## src/rtl/data_memory_arbiter.sv

```systemverilog
// Arbitrates the single-port data memory between the core load/store path and an aux port.
// Fixed CORE priority with an AUX starvation guard; define DMEM_ARB_ROUND_ROBIN_EN for alternating fairness.
module data_memory_arbiter #(
  parameter int data_bits = 32,
  parameter int MAX_WAIT  = 8
) (
  input  logic                          clk,
  input  logic                          rst_n,
  input  logic                          core_req,
  input  logic                          core_we,
  input  logic [data_bits-1:0]          core_addr,
  input  logic [data_bits-1:0]          core_wdata,
  output logic                          core_gnt,
  output logic                          core_stall,
  output logic [data_bits-1:0]          core_rdata,
  output logic                          core_rvalid,
  input  logic                          aux_req,
  input  logic                          aux_we,
  input  logic [data_bits-1:0]          aux_addr,
  input  logic [data_bits-1:0]          aux_wdata,
  output logic                          aux_gnt,
  output logic [data_bits-1:0]          aux_rdata,
  output logic                          aux_rvalid,
  output logic [data_bits-3:0]          mem_read_address,
  output logic [data_bits-1:0]          mem_input_data,
  output logic                          mem_write_enable,
  output logic                          mem_read_enable,
  input  logic [data_bits-1:0]          mem_read_data,
  output logic [1:0]                    dbg_rd_owner,
  output logic [$clog2(MAX_WAIT+1)-1:0] dbg_wait_cnt
);

  // Handshake: a requester holds req/we/addr/wdata until gnt; gnt means the access
  // reaches the memory this cycle, read data returns with rvalid on the next cycle.
  typedef enum logic [1:0] {
    OWN_NONE = 2'd0,
    OWN_CORE = 2'd1,
    OWN_AUX  = 2'd2
  } owner_e;

  owner_e rd_owner_q, rd_owner_d;
  logic   core_win, aux_win;
  logic   unused_addr_bits;

  assign unused_addr_bits = ^{core_addr[1:0], aux_addr[1:0]};

`ifdef DMEM_ARB_ROUND_ROBIN_EN
  logic last_aux_q, last_aux_d;

  always_comb begin
    core_win   = core_req & (~aux_req | last_aux_q);
    aux_win    = aux_req & ~core_win;
    last_aux_d = last_aux_q;
    if (core_gnt) last_aux_d = 1'b0;
    if (aux_gnt)  last_aux_d = 1'b1;
  end

  always_ff @(posedge clk or negedge rst_n) begin
    if (!rst_n) last_aux_q <= 1'b0;
    else        last_aux_q <= last_aux_d;
  end

  assign dbg_wait_cnt = '0;
`else
  localparam int WCW = $clog2(MAX_WAIT + 1);
  localparam logic [WCW-1:0] MAX_W = WCW'(MAX_WAIT);

  logic [WCW-1:0] wait_cnt_q, wait_cnt_d;
  logic           starved;

  always_comb begin
    starved    = aux_req & (wait_cnt_q == MAX_W);
    core_win   = core_req & ~starved;
    aux_win    = aux_req & ~core_win;
    wait_cnt_d = '0;
    // Count only cycles AUX is actively denied; saturate so the forced grant holds.
    if (aux_req & ~aux_win)
      wait_cnt_d = (wait_cnt_q == MAX_W) ? MAX_W : wait_cnt_q + 1'b1;
  end

  always_ff @(posedge clk or negedge rst_n) begin
    if (!rst_n) wait_cnt_q <= '0;
    else        wait_cnt_q <= wait_cnt_d;
  end

  assign dbg_wait_cnt = wait_cnt_q;
`endif

  always_comb begin
    core_gnt         = core_win & rst_n;
    aux_gnt          = aux_win & rst_n;
    core_stall       = core_req & ~core_gnt & rst_n;
    mem_read_address = aux_win ? aux_addr[data_bits-1:2] : core_addr[data_bits-1:2];
    mem_input_data   = aux_win ? aux_wdata : core_wdata;
    mem_write_enable = (core_gnt & core_we) | (aux_gnt & aux_we);
    mem_read_enable  = (core_gnt & ~core_we) | (aux_gnt & ~aux_we);
    rd_owner_d       = OWN_NONE;
    if (core_gnt & ~core_we)     rd_owner_d = OWN_CORE;
    else if (aux_gnt & ~aux_we)  rd_owner_d = OWN_AUX;
  end

  always_ff @(posedge clk or negedge rst_n) begin
    if (!rst_n) rd_owner_q <= OWN_NONE;
    else        rd_owner_q <= rd_owner_d;
  end

  always_comb begin
    core_rvalid  = (rd_owner_q == OWN_CORE) & rst_n;
    aux_rvalid   = (rd_owner_q == OWN_AUX) & rst_n;
    core_rdata   = core_rvalid ? mem_read_data : '0;
    aux_rdata    = aux_rvalid ? mem_read_data : '0;
    dbg_rd_owner = rd_owner_q;
  end

endmodule

```

## config.mk

```make
export PLATFORM = sky130hd
export DESIGN_NAME = data_memory_arbiter
export DESIGN_NICKNAME = d
export VERILOG_FILES = /design/src/rtl/data_memory_arbiter.sv
export SDC_FILE = /design/constraint.sdc
export NUM_CORES = 1
export LEC_CHECK = 0
export ABC_CLOCK_PERIOD_IN_PS = 3600
export CAP_MARGIN = 5
export CORE_AREA = 2 2 119 121
export CTS_BUF_LIST = sky130_fd_sc_hd__clkbuf_4 sky130_fd_sc_hd__clkbuf_8
export DETAILED_ROUTE_END_ITERATION = 8
export DIE_AREA = 0 0 121 123
export PLACE_DENSITY = 0.58
export SLEW_MARGIN = 5
export SYNTH_ARGS = -nofsm -noshare
export SYNTH_HDL_FRONTEND = slang
export SYNTH_SLANG_ARGS = --single-unit
```

## constraint.sdc

```tcl
create_clock -name clk -period 3.6 [get_ports clk]
set_input_delay 0.72 -clock clk [delete_from_list [all_inputs] [get_ports clk]]
set_output_delay 0.72 -clock clk [all_outputs]
set_load 0.01 [all_outputs]
```

* Yosys cells after proc, flatten, opt, wreduce, memory -nomap -nowiden
Index checks and enable logic that the tools add are counted.
Storage, ports and cells: register bits 6, input port bits 166, output and inout port bits 139, word-level logic and storage cells 36
Operators by class: add/subtract/negate cells 1, equality and inequality tests 3, multiplexer cells 8, bitwise operators 22
Operators with widths (count):
- two-way mux 32 bit | 3
- two-way mux 30 bit | 1
- AND 1 bit | 14
- two-way mux 4 bit | 2
- inverter 1 bit | 6
- adder 4 x 1 -> 4 bit, second input constant | 1
- equality test 4 bit, second input constant | 1
- two-way mux 2 bit | 2
- equality test 2 x 1 -> 1 bit, second input constant | 1
- equality test 2 bit, second input constant | 1
- bitwise OR 1 bit | 2

* Longest topological paths before layout
depth in word-level cells 10, gate-level depth with buffers 7, mapped depth without buffers 6

* Worst setup path before layout
Ideal clock, no wire load.
path type register -> output, from register wait_cnt_q[0] (netlist: dbg_wait_cnt[0]), to output port mem_input_data[0], arrival time 1.627 ns, data required time 2.880 ns, slack 1.253 ns, cell stages (with the launch flop) 8, path buffers 2, cell sequence dfrtp_1 -> inv_1 -> ha_1 -> nand3b_4 -> a21boi_2 -> buf_6 -> buf_12 -> mux2_4
On the way: cells in the longest elaborated chain, start to end 7
RTL lines:
- start, declared | line 68 | logic [WCW-1:0] wait_cnt_q, wait_cnt_d;
- start signal, assigned | line 83 | else wait_cnt_q <= wait_cnt_d;
- equality test 4 bit | line 72 | starved = aux_req & (wait_cnt_q == MAX_W);
- AND 1 bit | line 72
- inverter 1 bit | line 73 | core_win = core_req & ~starved;
- AND 1 bit | line 73
- inverter 1 bit | line 74 | aux_win = aux_req & ~core_win;
- AND 1 bit | line 74
- two-way mux 32 bit | line 94 | mem_input_data = aux_win ? aux_wdata : core_wdata;
- end, declared | line 25 | output logic [data_bits-1:0] mem_input_data,
No other way between the ends.

* Worst setup path after layout
from input port aux_req, to output port mem_input_data[1]
On the way: cells in the longest elaborated chain, start to end 6
RTL lines:
- start, declared | line 17 | input logic aux_req,
- AND 1 bit | line 72
- inverter 1 bit | line 73
- AND 1 bit | line 73
- inverter 1 bit | line 74
- AND 1 bit * | line 74
- two-way mux 32 bit * | line 94
Mark *: on every way between the ends. The rest lies on a longest branch, timed or not.

==> impl_metrics.json <==
{
  "die_h_um": 123,
  "clk_path_buf_depth": 2,
  "dr.pass1.iters": 3,
  "fmax_ghz": 0.2918,
  "first_global_vias": 2453,
  "synth_cell_types": 23,
  "diodes": 0,
  "grtUsageTotal_pct": 10.30,
  "clock_latency_ps": 220,
  "cts.sinks": 6,
  "ys.flop_type": "dfrtp_1",
  "synthCells": 174,
  "crit_path_end_kind": "output port",
  "core-area_sq_um": 13610,
  "slew_headroom_pct": 82.03,
  "vias": 2426,
  "cts_root_buffer": "clkbuf_8",
  "startpoint_type": "input port",
  "post_cts_resized": 0,
  "numCtsBuffers": 3,
  "ant_nets": 0,
  "synth_top_cell_area_share_pct": 31.76,
  "drtIter0Drc": 40,
  "skew_ps": 3.845,
  "place.gp.congestion": 0.7350,
  "syn_area_per_cell_sq_um": 9.779,
  "worst_pin_slew_ps": 269.5,
  "grt_pass1_wl_um": 12320,
  "maxCapViolCount": 0,
  "synth_edf_count": 0,
  "yosysMostFrequentCell": "and2_1",
  "netlist_top_cells_area": "mux2_4 (32%), and2_1 (24%), mux2_2 (17%)",
  "dp.final_hpwl_um": 7773,
  "ys_warn_count": 0,
  "dieWidth_um": 121,
  "setup_violations": 0,
  "synth_area_leader_cell": "mux2_4",
  "drt-total-wl_um": 8938,
  "rr_worst_depth": 6,
  "hold_class": "reg -> reg",
  "p_leak_nw": 1.951,
  "postCtsSetupRepairBufs": 0,
  "reg2reg_slack_ps": 2250,
  "path_max_fanout": 27,
  "required_ps": 2880,
  "holdPathStages": 1,
  "grt_max_degree": 34,
  "path_clk_slew_ps": 30,
  "drive_gt1_share_pct": 16.24,
  "hold_buffers": 0,
  "num-fill-cells": 1339,
  "synthesis.area_sq_um": 1702,
  "synth-seq-cells": 6,
  "htree_levels": 1,
  "rsz0062_at_grt": "no",
  "power_density_nw_per_um2": 132.8,
  "ys_seq_area_share_pct": 8.824,
  "max-vdd-ir-drop_v": 0.00007521,
  "p_total_mw": 0.6598,
  "layout.nets": 644,
  "syn_nets": 342,
  "overflow": 0,
  "placementRows": 43,
  "min_to": "dbg_wait_cnt[0]",
  "grt_antenna_before_repair": 0,
  "hold_violations": 0,
  "ys_top_cells_by_count": "and2_1 (66), mux2_4 (36), mux2_2 (26)",
  "final-max-slew-violation-count": 0,
  "ios": 305,
  "reg2reg_from": "dbg_wait_cnt[0]",
  "crit_type": "in -> out",
  "port-buffer-count": 300,
  "initial_utilization_pct": 12.50,
  "cts_tree": "yes",
  "finalCriticalPeriod_ps": 3428,
  "async_flop_share_pct": 100.0,
  "hp-start": "dbg_wait_cnt[0]",
  "die_area_sq_um": 14880,
  "synthToLayoutAreaGrowth_pct": 191.9,
  "r2r-end": "dbg_rd_owner[1]",
  "post_drt_wl_per_cell_um": 13.67,
  "crit_arrival_ps": 2710,
  "drc": 0,
  "fin_crit_sh_pct": 95.21,
  "setup_tns_ps": 0,
  "viasPerCell": 3.709,
  "status": "completed"
}
-- metrics by stage --
| stage | utilization (%) | worst slack, ps | hold slack [ps] | instances | area, sq um |
|---|---|---|---|---|---|
| floorplan | - | 1253 | 424.4 | 174 | 1702 |
| global placement | 36.19 | 163.8 | 525.6 | 651 | 4926 |
| finish | 36.49 | 172.4 | 537.5 | 654 | 4967 |
| global route | 36.49 | 98.16 | 590.8 | 654 | 4967 |
| detailed placement | 36.19 | 170.1 | 538.2 | 651 | 4926 |
| CTS | 36.49 | 162.0 | 546.5 | 654 | 4967 |
-- worst max-delay path: stages --
cell and delay (ps):
clkdlybuf4s50_1 520, a21boi_4 230, buf_12 210, buf_12 190
mux2_4 310, clkdlybuf4s50_1 500
-- worst max-delay path by stage --
stage | endpoint | start | cells after the start | slack (ps)
detailed placement | mem_input_data[1] | aux_req | 6 | 170
floorplan | mem_input_data[0] | dbg_wait_cnt[0] | 7 | 1250
CTS | mem_input_data[1] | aux_req | 6 | 160
global route | mem_read_address[1] | aux_req | 6 | 100
global placement | mem_read_address[27] | aux_req | 6 | 160
finish | mem_input_data[1] | aux_req | 6 | 170
-- cells by family (layout without fill, tap and decap cells) --
group           after synthesis  count (layout)  synth area share, %
xor+xnor                      2               2                1.030
compound gates                3               3                1.765
buf+inv                      17             317                8.161
mux                          62              62                48.97
flops                         6               6                8.823
fa+ha+maj                     2               2                1.470
simple gates                 82              82                29.78
-- routing by layer --
metal / vias to the layer above / track usage, % / wire length (um)
met2: 158 / 20.22 / 4736
met5: - / 0 / 0
met4: 0 / 1.817 / 76
li1: 1192 / - / -
met3: 6 / 3.828 / 1110
met1: 1070 / 10.43 / 3013
-- where the power goes --
group,leakage (nW),internal [mW],switching [mW]
Sequential,0.0820,0.0696,0.00200
Combinational,1.85,0.349,0.140
Clock,0.0216,0.0717,0.0275
-- state kept, by name, summed over array words and instances (netlist names) --
name,cells
dbg_rd_owner,2
dbg_wait_cnt,4
-- area by class of cell --
cell class | instances | area [sq um] | share of cell area [%]
Clock buffer | 3 | 41.29 | 0.8312
Inverter | 4 | 15.01 | 0.3023
Tap cell | 180 | 225.2 | 4.534
Sequential cell | 6 | 150.1 | 3.023
Timing Repair Buffer | 310 | 3115 | 62.72
Multi-Input combinational cell | 151 | 1420 | 28.59
-- placed cells by master (no fill, tap or decap) --
cell	netlist	final
mux2_4	36	36
o2bb2ai_1	1	1
and3b_1	1	1
a21boi_4	0	1
ha_1	2	2
nand2_1	1	1
xor2_1	1	1
and2_1	66	66
buf_12	3	3
clkdlybuf4s50_1	0	300
buf_4	2	7
nand3_1	4	4
nand3b_4	1	1
nor2b_1	1	1
clkbuf_8	0	3
dfrtp_1	6	6
mux2_2	26	26
xnor2_1	1	1
inv_1	4	4
a32o_1	1	1
nand4b_1	1	1
nor2_1	7	7
No activity file was read; power rests on OpenSTA's default activity.
